### src/rtl/adbg_axi_arb_pkg.sv
// Shared types and constants for the debug-unit AXI arbiter.
// Covers the FSM state encoding, the AXI response code and the AXI size codes.
package adbg_axi_arb_pkg;

  typedef enum logic [1:0] {
    ST_IDLE  = 2'd0,
    ST_ADDR  = 2'd1,
    ST_WDATA = 2'd2,
    ST_RESP  = 2'd3
  } arb_state_e;

  localparam logic [1:0] RESP_OKAY = 2'b00;

  localparam logic [2:0] SIZE_1B = 3'd0;
  localparam logic [2:0] SIZE_2B = 3'd1;
  localparam logic [2:0] SIZE_4B = 3'd2;
  localparam logic [2:0] SIZE_8B = 3'd3;

endpackage

### src/rtl/adbg_axi_arbiter_if.sv
// Single-beat AXI4 master bus used by the debug arbiter.
// The master modport is the arbiter side; the slave modport is the interconnect side.
interface adbg_axi_arbiter_if #(
  parameter int ADDR_W = 32,
  parameter int DATA_W = 64,
  parameter int ID_W   = 3,
  parameter int USER_W = 6
);
  logic              aw_valid;
  logic              aw_ready;
  logic [ADDR_W-1:0] aw_addr;
  logic [2:0]        aw_size;
  logic [ID_W-1:0]   aw_id;
  logic [2:0]        aw_prot;
  logic [3:0]        aw_region;
  logic [7:0]        aw_len;
  logic [1:0]        aw_burst;
  logic              aw_lock;
  logic [3:0]        aw_cache;
  logic [3:0]        aw_qos;
  logic [USER_W-1:0] aw_user;

  logic              ar_valid;
  logic              ar_ready;
  logic [ADDR_W-1:0] ar_addr;
  logic [2:0]        ar_size;
  logic [ID_W-1:0]   ar_id;
  logic [2:0]        ar_prot;
  logic [3:0]        ar_region;
  logic [7:0]        ar_len;
  logic [1:0]        ar_burst;
  logic              ar_lock;
  logic [3:0]        ar_cache;
  logic [3:0]        ar_qos;
  logic [USER_W-1:0] ar_user;

  logic                w_valid;
  logic                w_ready;
  logic [DATA_W-1:0]   w_data;
  logic [DATA_W/8-1:0] w_strb;
  logic                w_last;
  logic [USER_W-1:0]   w_user;

  logic              b_valid;
  logic              b_ready;
  logic [1:0]        b_resp;

  logic              r_valid;
  logic              r_ready;
  logic [DATA_W-1:0] r_data;
  logic [1:0]        r_resp;

  modport master (
    output aw_valid, aw_addr, aw_size, aw_id, aw_prot, aw_region, aw_len, aw_burst,
           aw_lock, aw_cache, aw_qos, aw_user,
    input  aw_ready,
    output ar_valid, ar_addr, ar_size, ar_id, ar_prot, ar_region, ar_len, ar_burst,
           ar_lock, ar_cache, ar_qos, ar_user,
    input  ar_ready,
    output w_valid, w_data, w_strb, w_last, w_user,
    input  w_ready,
    input  b_valid, b_resp,
    output b_ready,
    input  r_valid, r_data, r_resp,
    output r_ready
  );

  modport slave (
    input  aw_valid, aw_addr, aw_size, aw_id, aw_prot, aw_region, aw_len, aw_burst,
           aw_lock, aw_cache, aw_qos, aw_user,
    output aw_ready,
    input  ar_valid, ar_addr, ar_size, ar_id, ar_prot, ar_region, ar_len, ar_burst,
           ar_lock, ar_cache, ar_qos, ar_user,
    output ar_ready,
    input  w_valid, w_data, w_strb, w_last, w_user,
    output w_ready,
    output b_valid, b_resp,
    input  b_ready,
    output r_valid, r_data, r_resp,
    input  r_ready
  );

endinterface

### src/rtl/adbg_rr_arbiter.sv
// Combinational round-robin pick: the first set request at or after ptr_i, wrapping,
// returned both as a one-hot vector and as an index.
module adbg_rr_arbiter #(
  parameter  int NUM_REQ = 2,
  localparam int IDX_W   = (NUM_REQ > 1) ? $clog2(NUM_REQ) : 1
) (
  input  logic [NUM_REQ-1:0] req_i,
  input  logic [IDX_W-1:0]   ptr_i,
  output logic [NUM_REQ-1:0] gnt_o,
  output logic [IDX_W-1:0]   idx_o,
  output logic               valid_o
);

  // cand[k] is the requester index k positions after the pointer, modulo NUM_REQ
  logic [IDX_W-1:0] cand [NUM_REQ];

  for (genvar gi = 0; gi < NUM_REQ; gi++) begin : g_cand
    logic [IDX_W:0] sum;
    assign sum = {1'b0, ptr_i} + (IDX_W+1)'(gi);
    assign cand[gi] = (sum >= (IDX_W+1)'(NUM_REQ)) ? IDX_W'(sum - (IDX_W+1)'(NUM_REQ))
                                                   : IDX_W'(sum);
  end

  // Scan from the farthest candidate back to the pointer so the nearest one wins
  always_comb begin
    idx_o   = '0;
    valid_o = 1'b0;
    for (int i = NUM_REQ - 1; i >= 0; i--) begin
      if (req_i[cand[i]]) begin
        idx_o   = cand[i];
        valid_o = 1'b1;
      end
    end
  end

  for (genvar gi = 0; gi < NUM_REQ; gi++) begin : g_onehot
    assign gnt_o[gi] = valid_o && (idx_o == IDX_W'(gi));
  end

endmodule

### src/rtl/adbg_axi_arbiter.sv
// Shares one single-beat AXI4 master port between NUM_REQ debug requesters,
// round-robin, with exactly one transaction outstanding at a time.
module adbg_axi_arbiter
  import adbg_axi_arb_pkg::*;
#(
  parameter  int NUM_REQ        = 2,
  parameter  int AXI_ADDR_WIDTH = 32,
  parameter  int AXI_DATA_WIDTH = 64,
  parameter  int AXI_ID_WIDTH   = 3,
  parameter  int AXI_USER_WIDTH = 6,
  localparam int IDX_W          = (NUM_REQ > 1) ? $clog2(NUM_REQ) : 1,
  localparam int STRB_W         = AXI_DATA_WIDTH / 8
) (
  input  logic                               axi_aclk,
  input  logic                               axi_aresetn,
  input  logic [NUM_REQ-1:0]                 req_i,
  input  logic [NUM_REQ-1:0]                 we_i,
  input  logic [NUM_REQ*AXI_ADDR_WIDTH-1:0]  addr_i,
  input  logic [NUM_REQ*AXI_DATA_WIDTH-1:0]  wdata_i,
  input  logic [NUM_REQ*STRB_W-1:0]          be_i,
  input  logic [NUM_REQ*3-1:0]               size_i,
  output logic [NUM_REQ-1:0]                 gnt_o,
  output logic [NUM_REQ-1:0]                 rvalid_o,
  output logic [AXI_DATA_WIDTH-1:0]          rdata_o,
  output logic                               err_o,
  adbg_axi_arbiter_if.master                 axi_master
);

  arb_state_e                state_q, state_d;
  logic [IDX_W-1:0]          rr_ptr_q, rr_ptr_d;
  logic [IDX_W-1:0]          owner_q, owner_d;
  logic                      we_q, we_d;
  logic [AXI_ADDR_WIDTH-1:0] addr_q, addr_d;
  logic [AXI_DATA_WIDTH-1:0] wdata_q, wdata_d;
  logic [STRB_W-1:0]         be_q, be_d;
  logic [2:0]                size_q, size_d;
  logic [NUM_REQ-1:0]        rvalid_q, rvalid_d;
  logic [AXI_DATA_WIDTH-1:0] rdata_q, rdata_d;
  logic                      err_q, err_d;

  logic [NUM_REQ-1:0] arb_gnt;
  logic [IDX_W-1:0]   arb_idx;
  logic               arb_valid;
  logic               grant;
  logic               resp_hs;
  logic [1:0]         resp_code;

  adbg_rr_arbiter #(
    .NUM_REQ (NUM_REQ)
  ) u_rr (
    .req_i   (req_i),
    .ptr_i   (rr_ptr_q),
    .gnt_o   (arb_gnt),
    .idx_o   (arb_idx),
    .valid_o (arb_valid)
  );

  // Grant is combinational from req_i, so it is also masked while reset is held
  assign grant     = (state_q == ST_IDLE) && arb_valid && axi_aresetn;
  assign gnt_o     = grant ? arb_gnt : '0;
  assign resp_hs   = we_q ? axi_master.b_valid : axi_master.r_valid;
  assign resp_code = we_q ? axi_master.b_resp : axi_master.r_resp;

  always_comb begin
    state_d  = state_q;
    rr_ptr_d = rr_ptr_q;
    owner_d  = owner_q;
    we_d     = we_q;
    addr_d   = addr_q;
    wdata_d  = wdata_q;
    be_d     = be_q;
    size_d   = size_q;
    rvalid_d = '0;
    rdata_d  = rdata_q;
    err_d    = err_q;

    case (state_q)
      ST_IDLE: begin
        if (grant) begin
          owner_d = arb_idx;
          we_d    = we_i[arb_idx];
          addr_d  = addr_i[arb_idx*AXI_ADDR_WIDTH +: AXI_ADDR_WIDTH];
          wdata_d = wdata_i[arb_idx*AXI_DATA_WIDTH +: AXI_DATA_WIDTH];
          be_d    = be_i[arb_idx*STRB_W +: STRB_W];
          size_d  = size_i[arb_idx*3 +: 3];
          state_d = ST_ADDR;
        end
      end
      ST_ADDR: begin
        if (we_q) begin
          if (axi_master.aw_ready) state_d = ST_WDATA;
        end else begin
          if (axi_master.ar_ready) state_d = ST_RESP;
        end
      end
      ST_WDATA: begin
        if (axi_master.w_ready) state_d = ST_RESP;
      end
      ST_RESP: begin
        if (resp_hs) begin
          rvalid_d = NUM_REQ'(1) << owner_q;
          rdata_d  = we_q ? '0 : axi_master.r_data;
          err_d    = (resp_code != RESP_OKAY);
          // The pointer moves past the finishing owner, so it cannot win twice in a row
          rr_ptr_d = (owner_q == IDX_W'(NUM_REQ - 1)) ? '0 : owner_q + 1'b1;
          state_d  = ST_IDLE;
        end
      end
      default: state_d = ST_IDLE;
    endcase
  end

  always_ff @(posedge axi_aclk) begin
    if (!axi_aresetn) begin
      state_q  <= ST_IDLE;
      rr_ptr_q <= '0;
      owner_q  <= '0;
      we_q     <= 1'b0;
      addr_q   <= '0;
      wdata_q  <= '0;
      be_q     <= '0;
      size_q   <= '0;
      rvalid_q <= '0;
      rdata_q  <= '0;
      err_q    <= 1'b0;
    end else begin
      state_q  <= state_d;
      rr_ptr_q <= rr_ptr_d;
      owner_q  <= owner_d;
      we_q     <= we_d;
      addr_q   <= addr_d;
      wdata_q  <= wdata_d;
      be_q     <= be_d;
      size_q   <= size_d;
      rvalid_q <= rvalid_d;
      rdata_q  <= rdata_d;
      err_q    <= err_d;
    end
  end

  assign rvalid_o = rvalid_q;
  assign rdata_o  = rdata_q;
  assign err_o    = err_q;

  assign axi_master.aw_valid  = (state_q == ST_ADDR) && we_q;
  assign axi_master.aw_addr   = addr_q;
  assign axi_master.aw_size   = size_q;
  assign axi_master.aw_id     = AXI_ID_WIDTH'(owner_q);
  assign axi_master.aw_prot   = '0;
  assign axi_master.aw_region = '0;
  assign axi_master.aw_len    = '0;
  assign axi_master.aw_burst  = '0;
  assign axi_master.aw_lock   = 1'b0;
  assign axi_master.aw_cache  = '0;
  assign axi_master.aw_qos    = '0;
  assign axi_master.aw_user   = '0;

  assign axi_master.ar_valid  = (state_q == ST_ADDR) && !we_q;
  assign axi_master.ar_addr   = addr_q;
  assign axi_master.ar_size   = size_q;
  assign axi_master.ar_id     = AXI_ID_WIDTH'(owner_q);
  assign axi_master.ar_prot   = '0;
  assign axi_master.ar_region = '0;
  assign axi_master.ar_len    = '0;
  assign axi_master.ar_burst  = '0;
  assign axi_master.ar_lock   = 1'b0;
  assign axi_master.ar_cache  = '0;
  assign axi_master.ar_qos    = '0;
  assign axi_master.ar_user   = '0;

  assign axi_master.w_valid   = (state_q == ST_WDATA);
  assign axi_master.w_data    = wdata_q;
  assign axi_master.w_strb    = be_q;
  assign axi_master.w_last    = 1'b1;
  assign axi_master.w_user    = '0;

  assign axi_master.b_ready   = (state_q == ST_RESP) && we_q;
  assign axi_master.r_ready   = (state_q == ST_RESP) && !we_q;

endmodule

### src/flat_wrapper.sv
// flat-port wrapper written by rule: the top's interface ports become plain ports
module adbg_axi_arbiter_flat import adbg_axi_arb_pkg::*;
#(
  parameter  int NUM_REQ        = 2,
  parameter  int AXI_ADDR_WIDTH = 32,
  parameter  int AXI_DATA_WIDTH = 64,
  parameter  int AXI_ID_WIDTH   = 3,
  parameter  int AXI_USER_WIDTH = 6,
  localparam int IDX_W          = (NUM_REQ > 1) ? $clog2(NUM_REQ) : 1,
  localparam int STRB_W         = AXI_DATA_WIDTH / 8
)
  (axi_aclk, axi_aresetn, req_i, we_i, addr_i, wdata_i, be_i, size_i, gnt_o, rvalid_o, rdata_o, err_o, axi_master_aw_valid, axi_master_aw_addr, axi_master_aw_size, axi_master_aw_id, axi_master_aw_prot, axi_master_aw_region, axi_master_aw_len, axi_master_aw_burst, axi_master_aw_lock, axi_master_aw_cache, axi_master_aw_qos, axi_master_aw_user, axi_master_aw_ready, axi_master_ar_valid, axi_master_ar_addr, axi_master_ar_size, axi_master_ar_id, axi_master_ar_prot, axi_master_ar_region, axi_master_ar_len, axi_master_ar_burst, axi_master_ar_lock, axi_master_ar_cache, axi_master_ar_qos, axi_master_ar_user, axi_master_ar_ready, axi_master_w_valid, axi_master_w_data, axi_master_w_strb, axi_master_w_last, axi_master_w_user, axi_master_w_ready, axi_master_b_valid, axi_master_b_resp, axi_master_b_ready, axi_master_r_valid, axi_master_r_data, axi_master_r_resp, axi_master_r_ready);
  adbg_axi_arbiter_if #(.ADDR_W(32), .DATA_W(64), .ID_W(3), .USER_W(6)) axi_master_i ();
  input  logic axi_aclk;
  input  logic axi_aresetn;
  input  logic [NUM_REQ-1:0] req_i;
  input  logic [NUM_REQ-1:0] we_i;
  input  logic [NUM_REQ*AXI_ADDR_WIDTH-1:0] addr_i;
  input  logic [NUM_REQ*AXI_DATA_WIDTH-1:0] wdata_i;
  input  logic [NUM_REQ*STRB_W-1:0] be_i;
  input  logic [NUM_REQ*3-1:0] size_i;
  output logic [NUM_REQ-1:0] gnt_o;
  output logic [NUM_REQ-1:0] rvalid_o;
  output logic [AXI_DATA_WIDTH-1:0] rdata_o;
  output logic err_o;
  output wire logic [$bits(axi_master_i.aw_valid)-1:0] axi_master_aw_valid;
  output wire logic [$bits(axi_master_i.aw_addr)-1:0] axi_master_aw_addr;
  output wire logic [$bits(axi_master_i.aw_size)-1:0] axi_master_aw_size;
  output wire logic [$bits(axi_master_i.aw_id)-1:0] axi_master_aw_id;
  output wire logic [$bits(axi_master_i.aw_prot)-1:0] axi_master_aw_prot;
  output wire logic [$bits(axi_master_i.aw_region)-1:0] axi_master_aw_region;
  output wire logic [$bits(axi_master_i.aw_len)-1:0] axi_master_aw_len;
  output wire logic [$bits(axi_master_i.aw_burst)-1:0] axi_master_aw_burst;
  output wire logic [$bits(axi_master_i.aw_lock)-1:0] axi_master_aw_lock;
  output wire logic [$bits(axi_master_i.aw_cache)-1:0] axi_master_aw_cache;
  output wire logic [$bits(axi_master_i.aw_qos)-1:0] axi_master_aw_qos;
  output wire logic [$bits(axi_master_i.aw_user)-1:0] axi_master_aw_user;
  input wire logic [$bits(axi_master_i.aw_ready)-1:0] axi_master_aw_ready;
  output wire logic [$bits(axi_master_i.ar_valid)-1:0] axi_master_ar_valid;
  output wire logic [$bits(axi_master_i.ar_addr)-1:0] axi_master_ar_addr;
  output wire logic [$bits(axi_master_i.ar_size)-1:0] axi_master_ar_size;
  output wire logic [$bits(axi_master_i.ar_id)-1:0] axi_master_ar_id;
  output wire logic [$bits(axi_master_i.ar_prot)-1:0] axi_master_ar_prot;
  output wire logic [$bits(axi_master_i.ar_region)-1:0] axi_master_ar_region;
  output wire logic [$bits(axi_master_i.ar_len)-1:0] axi_master_ar_len;
  output wire logic [$bits(axi_master_i.ar_burst)-1:0] axi_master_ar_burst;
  output wire logic [$bits(axi_master_i.ar_lock)-1:0] axi_master_ar_lock;
  output wire logic [$bits(axi_master_i.ar_cache)-1:0] axi_master_ar_cache;
  output wire logic [$bits(axi_master_i.ar_qos)-1:0] axi_master_ar_qos;
  output wire logic [$bits(axi_master_i.ar_user)-1:0] axi_master_ar_user;
  input wire logic [$bits(axi_master_i.ar_ready)-1:0] axi_master_ar_ready;
  output wire logic [$bits(axi_master_i.w_valid)-1:0] axi_master_w_valid;
  output wire logic [$bits(axi_master_i.w_data)-1:0] axi_master_w_data;
  output wire logic [$bits(axi_master_i.w_strb)-1:0] axi_master_w_strb;
  output wire logic [$bits(axi_master_i.w_last)-1:0] axi_master_w_last;
  output wire logic [$bits(axi_master_i.w_user)-1:0] axi_master_w_user;
  input wire logic [$bits(axi_master_i.w_ready)-1:0] axi_master_w_ready;
  input wire logic [$bits(axi_master_i.b_valid)-1:0] axi_master_b_valid;
  input wire logic [$bits(axi_master_i.b_resp)-1:0] axi_master_b_resp;
  output wire logic [$bits(axi_master_i.b_ready)-1:0] axi_master_b_ready;
  input wire logic [$bits(axi_master_i.r_valid)-1:0] axi_master_r_valid;
  input wire logic [$bits(axi_master_i.r_data)-1:0] axi_master_r_data;
  input wire logic [$bits(axi_master_i.r_resp)-1:0] axi_master_r_resp;
  output wire logic [$bits(axi_master_i.r_ready)-1:0] axi_master_r_ready;
  assign axi_master_aw_valid = axi_master_i.aw_valid;
  assign axi_master_aw_addr = axi_master_i.aw_addr;
  assign axi_master_aw_size = axi_master_i.aw_size;
  assign axi_master_aw_id = axi_master_i.aw_id;
  assign axi_master_aw_prot = axi_master_i.aw_prot;
  assign axi_master_aw_region = axi_master_i.aw_region;
  assign axi_master_aw_len = axi_master_i.aw_len;
  assign axi_master_aw_burst = axi_master_i.aw_burst;
  assign axi_master_aw_lock = axi_master_i.aw_lock;
  assign axi_master_aw_cache = axi_master_i.aw_cache;
  assign axi_master_aw_qos = axi_master_i.aw_qos;
  assign axi_master_aw_user = axi_master_i.aw_user;
  assign axi_master_i.aw_ready = axi_master_aw_ready;
  assign axi_master_ar_valid = axi_master_i.ar_valid;
  assign axi_master_ar_addr = axi_master_i.ar_addr;
  assign axi_master_ar_size = axi_master_i.ar_size;
  assign axi_master_ar_id = axi_master_i.ar_id;
  assign axi_master_ar_prot = axi_master_i.ar_prot;
  assign axi_master_ar_region = axi_master_i.ar_region;
  assign axi_master_ar_len = axi_master_i.ar_len;
  assign axi_master_ar_burst = axi_master_i.ar_burst;
  assign axi_master_ar_lock = axi_master_i.ar_lock;
  assign axi_master_ar_cache = axi_master_i.ar_cache;
  assign axi_master_ar_qos = axi_master_i.ar_qos;
  assign axi_master_ar_user = axi_master_i.ar_user;
  assign axi_master_i.ar_ready = axi_master_ar_ready;
  assign axi_master_w_valid = axi_master_i.w_valid;
  assign axi_master_w_data = axi_master_i.w_data;
  assign axi_master_w_strb = axi_master_i.w_strb;
  assign axi_master_w_last = axi_master_i.w_last;
  assign axi_master_w_user = axi_master_i.w_user;
  assign axi_master_i.w_ready = axi_master_w_ready;
  assign axi_master_i.b_valid = axi_master_b_valid;
  assign axi_master_i.b_resp = axi_master_b_resp;
  assign axi_master_b_ready = axi_master_i.b_ready;
  assign axi_master_i.r_valid = axi_master_r_valid;
  assign axi_master_i.r_data = axi_master_r_data;
  assign axi_master_i.r_resp = axi_master_r_resp;
  assign axi_master_r_ready = axi_master_i.r_ready;
  adbg_axi_arbiter #(.NUM_REQ(NUM_REQ), .AXI_ADDR_WIDTH(AXI_ADDR_WIDTH), .AXI_DATA_WIDTH(AXI_DATA_WIDTH), .AXI_ID_WIDTH(AXI_ID_WIDTH), .AXI_USER_WIDTH(AXI_USER_WIDTH)) u_core (.axi_aclk(axi_aclk), .axi_aresetn(axi_aresetn), .req_i(req_i), .we_i(we_i), .addr_i(addr_i), .wdata_i(wdata_i), .be_i(be_i), .size_i(size_i), .gnt_o(gnt_o), .rvalid_o(rvalid_o), .rdata_o(rdata_o), .err_o(err_o), .axi_master(axi_master_i));
endmodule
### config.mk
export PLATFORM = sky130hd
export DESIGN_NAME = adbg_axi_arbiter_flat
export DESIGN_NICKNAME = d
export VERILOG_FILES = /design/src/rtl/adbg_axi_arb_pkg.sv /design/src/rtl/adbg_axi_arbiter_if.sv /design/src/rtl/adbg_rr_arbiter.sv /design/src/rtl/adbg_axi_arbiter.sv /design/src/flat_wrapper.sv
export SDC_FILE = /design/constraint.sdc
export NUM_CORES = 1
export LEC_CHECK = 0
export CAP_MARGIN = 5
export CORE_AREA = 2 2 226 228
export CTS_BUF_LIST = sky130_fd_sc_hd__clkbuf_16
export CTS_CLUSTER_DIAMETER = 50
export CTS_CLUSTER_SIZE = 12
export DETAILED_ROUTE_END_ITERATION = 10
export DIE_AREA = 0 0 228 230
export SETUP_SLACK_MARGIN = 0.02
export SYNTH_ARGS = -nofsm -noshare
export SYNTH_HDL_FRONTEND = slang
export SYNTH_SLANG_ARGS = --single-unit
### constraint.sdc
create_clock -name axi_aclk -period 4.5 [get_ports axi_aclk]
set_clock_uncertainty 0.2 [all_clocks]
set_input_delay 1.125 -clock axi_aclk [delete_from_list [all_inputs] [get_ports axi_aclk]]
set_output_delay 1.125 -clock axi_aclk [all_outputs]
set_load 0.05 [all_outputs]
==> flow_metrics.tcl <==
set metrics [dict create \
    outcome "finished, final reports clean" \
    crit_arrival_ns 2.40 \
    cp.required_ns 3.17 \
    core-area_um2 49900 \
    nFillCells 5312 \
    irDropWorstVdd_mv 0.281 \
    avgSynthCellArea_um2 10.8 \
    io_buffers 510 \
    critPathMaxFanout 9 \
    period_share_pct 82.7 \
    critPathLaunchType "input port" \
    yosysWarnings 0 \
    seq_area_um2 3580 \
    rows 82 \
    die_area_um2 52400 \
    synth-async-reset-ratio_pct 0 \
    slew_viol_final 0 \
    max_freq_ghz 0.269 \
    pwr-share-comb_pct 42.3 \
    postRouteAntennaNets 0 \
    h-tree-depth 4 \
    gp_congestion 0.847 \
    ys_top_cells_by_area "dfxtp_1 49%, a222oi_1 15%, buf_4 12%" \
    tightest_slew_ns 1.11 \
    synthTopCellsByCount "179 x dfxtp_1, 114 x buf_4, 111 x nor2b_1" \
    grt_max_degree 117 \
    synth-edff-count 0 \
    rsz0062_at_grt "false" \
    clk_latency_ns 0.47 \
    finalCriticalPeriod_ns 3.72 \
    post-route-drc-count 0 \
    grt_pass1_wl_um 43300 \
    synth.most_common_cell "dfxtp_1" \
    drt_iter0_drc 545 \
    hpwlAfterDp_um 21700 \
    hold_violations 0 \
    clock-sinks 179 \
    post_drt_wl_per_cell_um 16.5 \
    cts_root_buf "clkbuf_16" \
    grt-ovfl-total 0 \
    synth_area_leader_cell "dfxtp_1" \
    p_int_mw 3.47 \
    slew-limit-headroom_pct 26.1 \
    cts_buffer_depth 2 \
    seq_area_frac_synth_pct 48.8 \
    drive_gt1_share_pct 4.08 \
    synthCells 680 \
    cts.hold.buffers_added 0 \
    numCtsBuffers 17 \
    die_y_um 230 \
    yosysUniqueCellTypes 30 \
    via_count 7049 \
    synth.cell_area_um2 7350 \
    p_sw_share_pct 41.2 \
    postCtsSetupBuffers 0 \
    multi_input_area_um2 2920 \
    fp.dieW_um 228 \
    synth_ff_type "dfxtp_1" \
    initial_core_util_pct 14.7 \
    vias_per_cell 3.91 \
    end_kind "output port" \
    setup_tns_ns 0 \
    crit_type "input port to output port" \
    grt_pass1_vias 7192 \
    pwr-share-clk_pct 25.4 \
    power_density_nw_per_um2 449 \
    antenna_found_initial 2 \
    power.net_switching_mw 2.43 \
    pin_count 586 \
    min_path_type "register to register" \
    fin_nets 1413 \
    cellLeakagePower_nw 4.68 \
    total_power_mw 5.90 \
    cts_tree "built" \
    synth_top_cell_area_share_pct 48.8 \
    pwr-share-seq_pct 32.3 \
    setup_viol 0 \
    area_delta_synth_final_pct 78.9 \
    grt.total_usage_pct 10.9 \
    cts_resized 0 \
    clk_pin_slew_ns 0.07 \
    rrSetupSlack_ns 2.00 \
    maxCapViolCount 0 \
    synth.ff_latch_count 179 \
    dr.pass1.iters 7 \
    finalWirelength_um 29700 \
]
layout by cell type, fill, tap and decap left out, types with 4 or more instances in the layout:
master           instances
a222oi_1               108
inv_8                    4
buf_4                    5
clkdlybuf4s50_1        507
ha_1                     5
nor2b_1                111
clkbuf_16               17
conb_1                  75
nand2_1                  6
dfxtp_1                179
buf_12                   5
a22o_1                  65
through the flow:
step | setup WS (ns) | util, % | instances | hold slack (ns) | instance area (µm²)
floorplan | 1.21 | - | 753 | 0.261 | 7620
detailed placement | 0.720 | 25.2 | 1768 | 0.264 | 12600
global route | 0.689 | 26.4 | 1801 | 0.297 | 13100
finish | 0.779 | 26.4 | 1801 | 0.288 | 13100
CTS | 0.722 | 26.4 | 1800 | 0.283 | 13100
global placement | 0.652 | 25.2 | 1768 | 0.260 | 12600
cells by family after synthesis:
| logic type | after synthesis | synth area share [%] |
|---|---|---|
| compound gates | 185 | 23.7 |
| flops | 179 | 48.8 |
| buf+inv | 177 | 15.5 |
| simple gates | 129 | 10.7 |
| fa+ha+maj | 5 | 0.852 |
| mux | 3 | 0.409 |
| other cells | 2 | 0.102 |
worst paths after layout:
kind                                      endpoint  depth (start not counted)          startpoint
worst max-delay path                      gnt_o[1]                          3            req_i[1]
worst min register to register  u_core.rdata_o[42]                          1  u_core.rdata_o[42]
worst min-delay path            u_core.rdata_o[42]                          1  u_core.rdata_o[42]
worst max register to register  u_core.rdata_o[30]                          6   u_core.state_q[0]
flip-flops by register name, indices dropped and copies added (netlist names):
signal and count:
u_core.rdata_o 64, u_core.err_o 1, u_core.owner_q 1, u_core.state_q 2, u_core.rvalid_o 2, u_core.we_q 1
u_core.axi_master.w_strb 8, u_core.axi_master.ar_size 3, u_core.rr_ptr_q 1, u_core.axi_master.ar_addr 32, u_core.axi_master.w_data 64
worst max-delay path: stages:
cell and delay, ns:
clkdlybuf4s50_1 0.66, and4_4 0.43, buf_12 0.17
final cells by class:
| cell class | count | area share (%) |
|---|---|---|
| inverters | 3 | 0.0857 |
| diodes | 1 | 0.0190 |
| clock buffers | 17 | 3.24 |
| repair buffers | 517 | 39.7 |
| well taps | 672 | 6.40 |
| multi-input cells | 397 | 22.2 |
| flip-flops and latches | 179 | 27.3 |
| clock inverters | 15 | 1.12 |
power by group through the flow:
stage	Combinational (mW)	Sequential (mW)	Clock (mW)
after floorplan	1.09	2.53	0
after global placement	2.50	1.93	0
after detailed placement	2.51	1.94	0
after CTS	2.52	1.91	1.58
after global routing	2.62	1.93	1.62
final	2.50	1.91	1.50
metal layers:
| metal | up-vias | share of wire [%] | track usage (%) | wire, µm |
|---|---|---|---|---|
| met5 | - | 0 | 0 | 0 |
| met4 | 0 | 3.5 | 6.00 | 1050 |
| met3 | 40 | 9.4 | 4.43 | 2790 |
| met2 | 412 | 51 | 19.3 | 15100 |
| met1 | 3317 | 36 | 11.0 | 10800 |
| li1 | 3280 | - | - | - |
No activity file was read; power rests on OpenSTA's default activity.
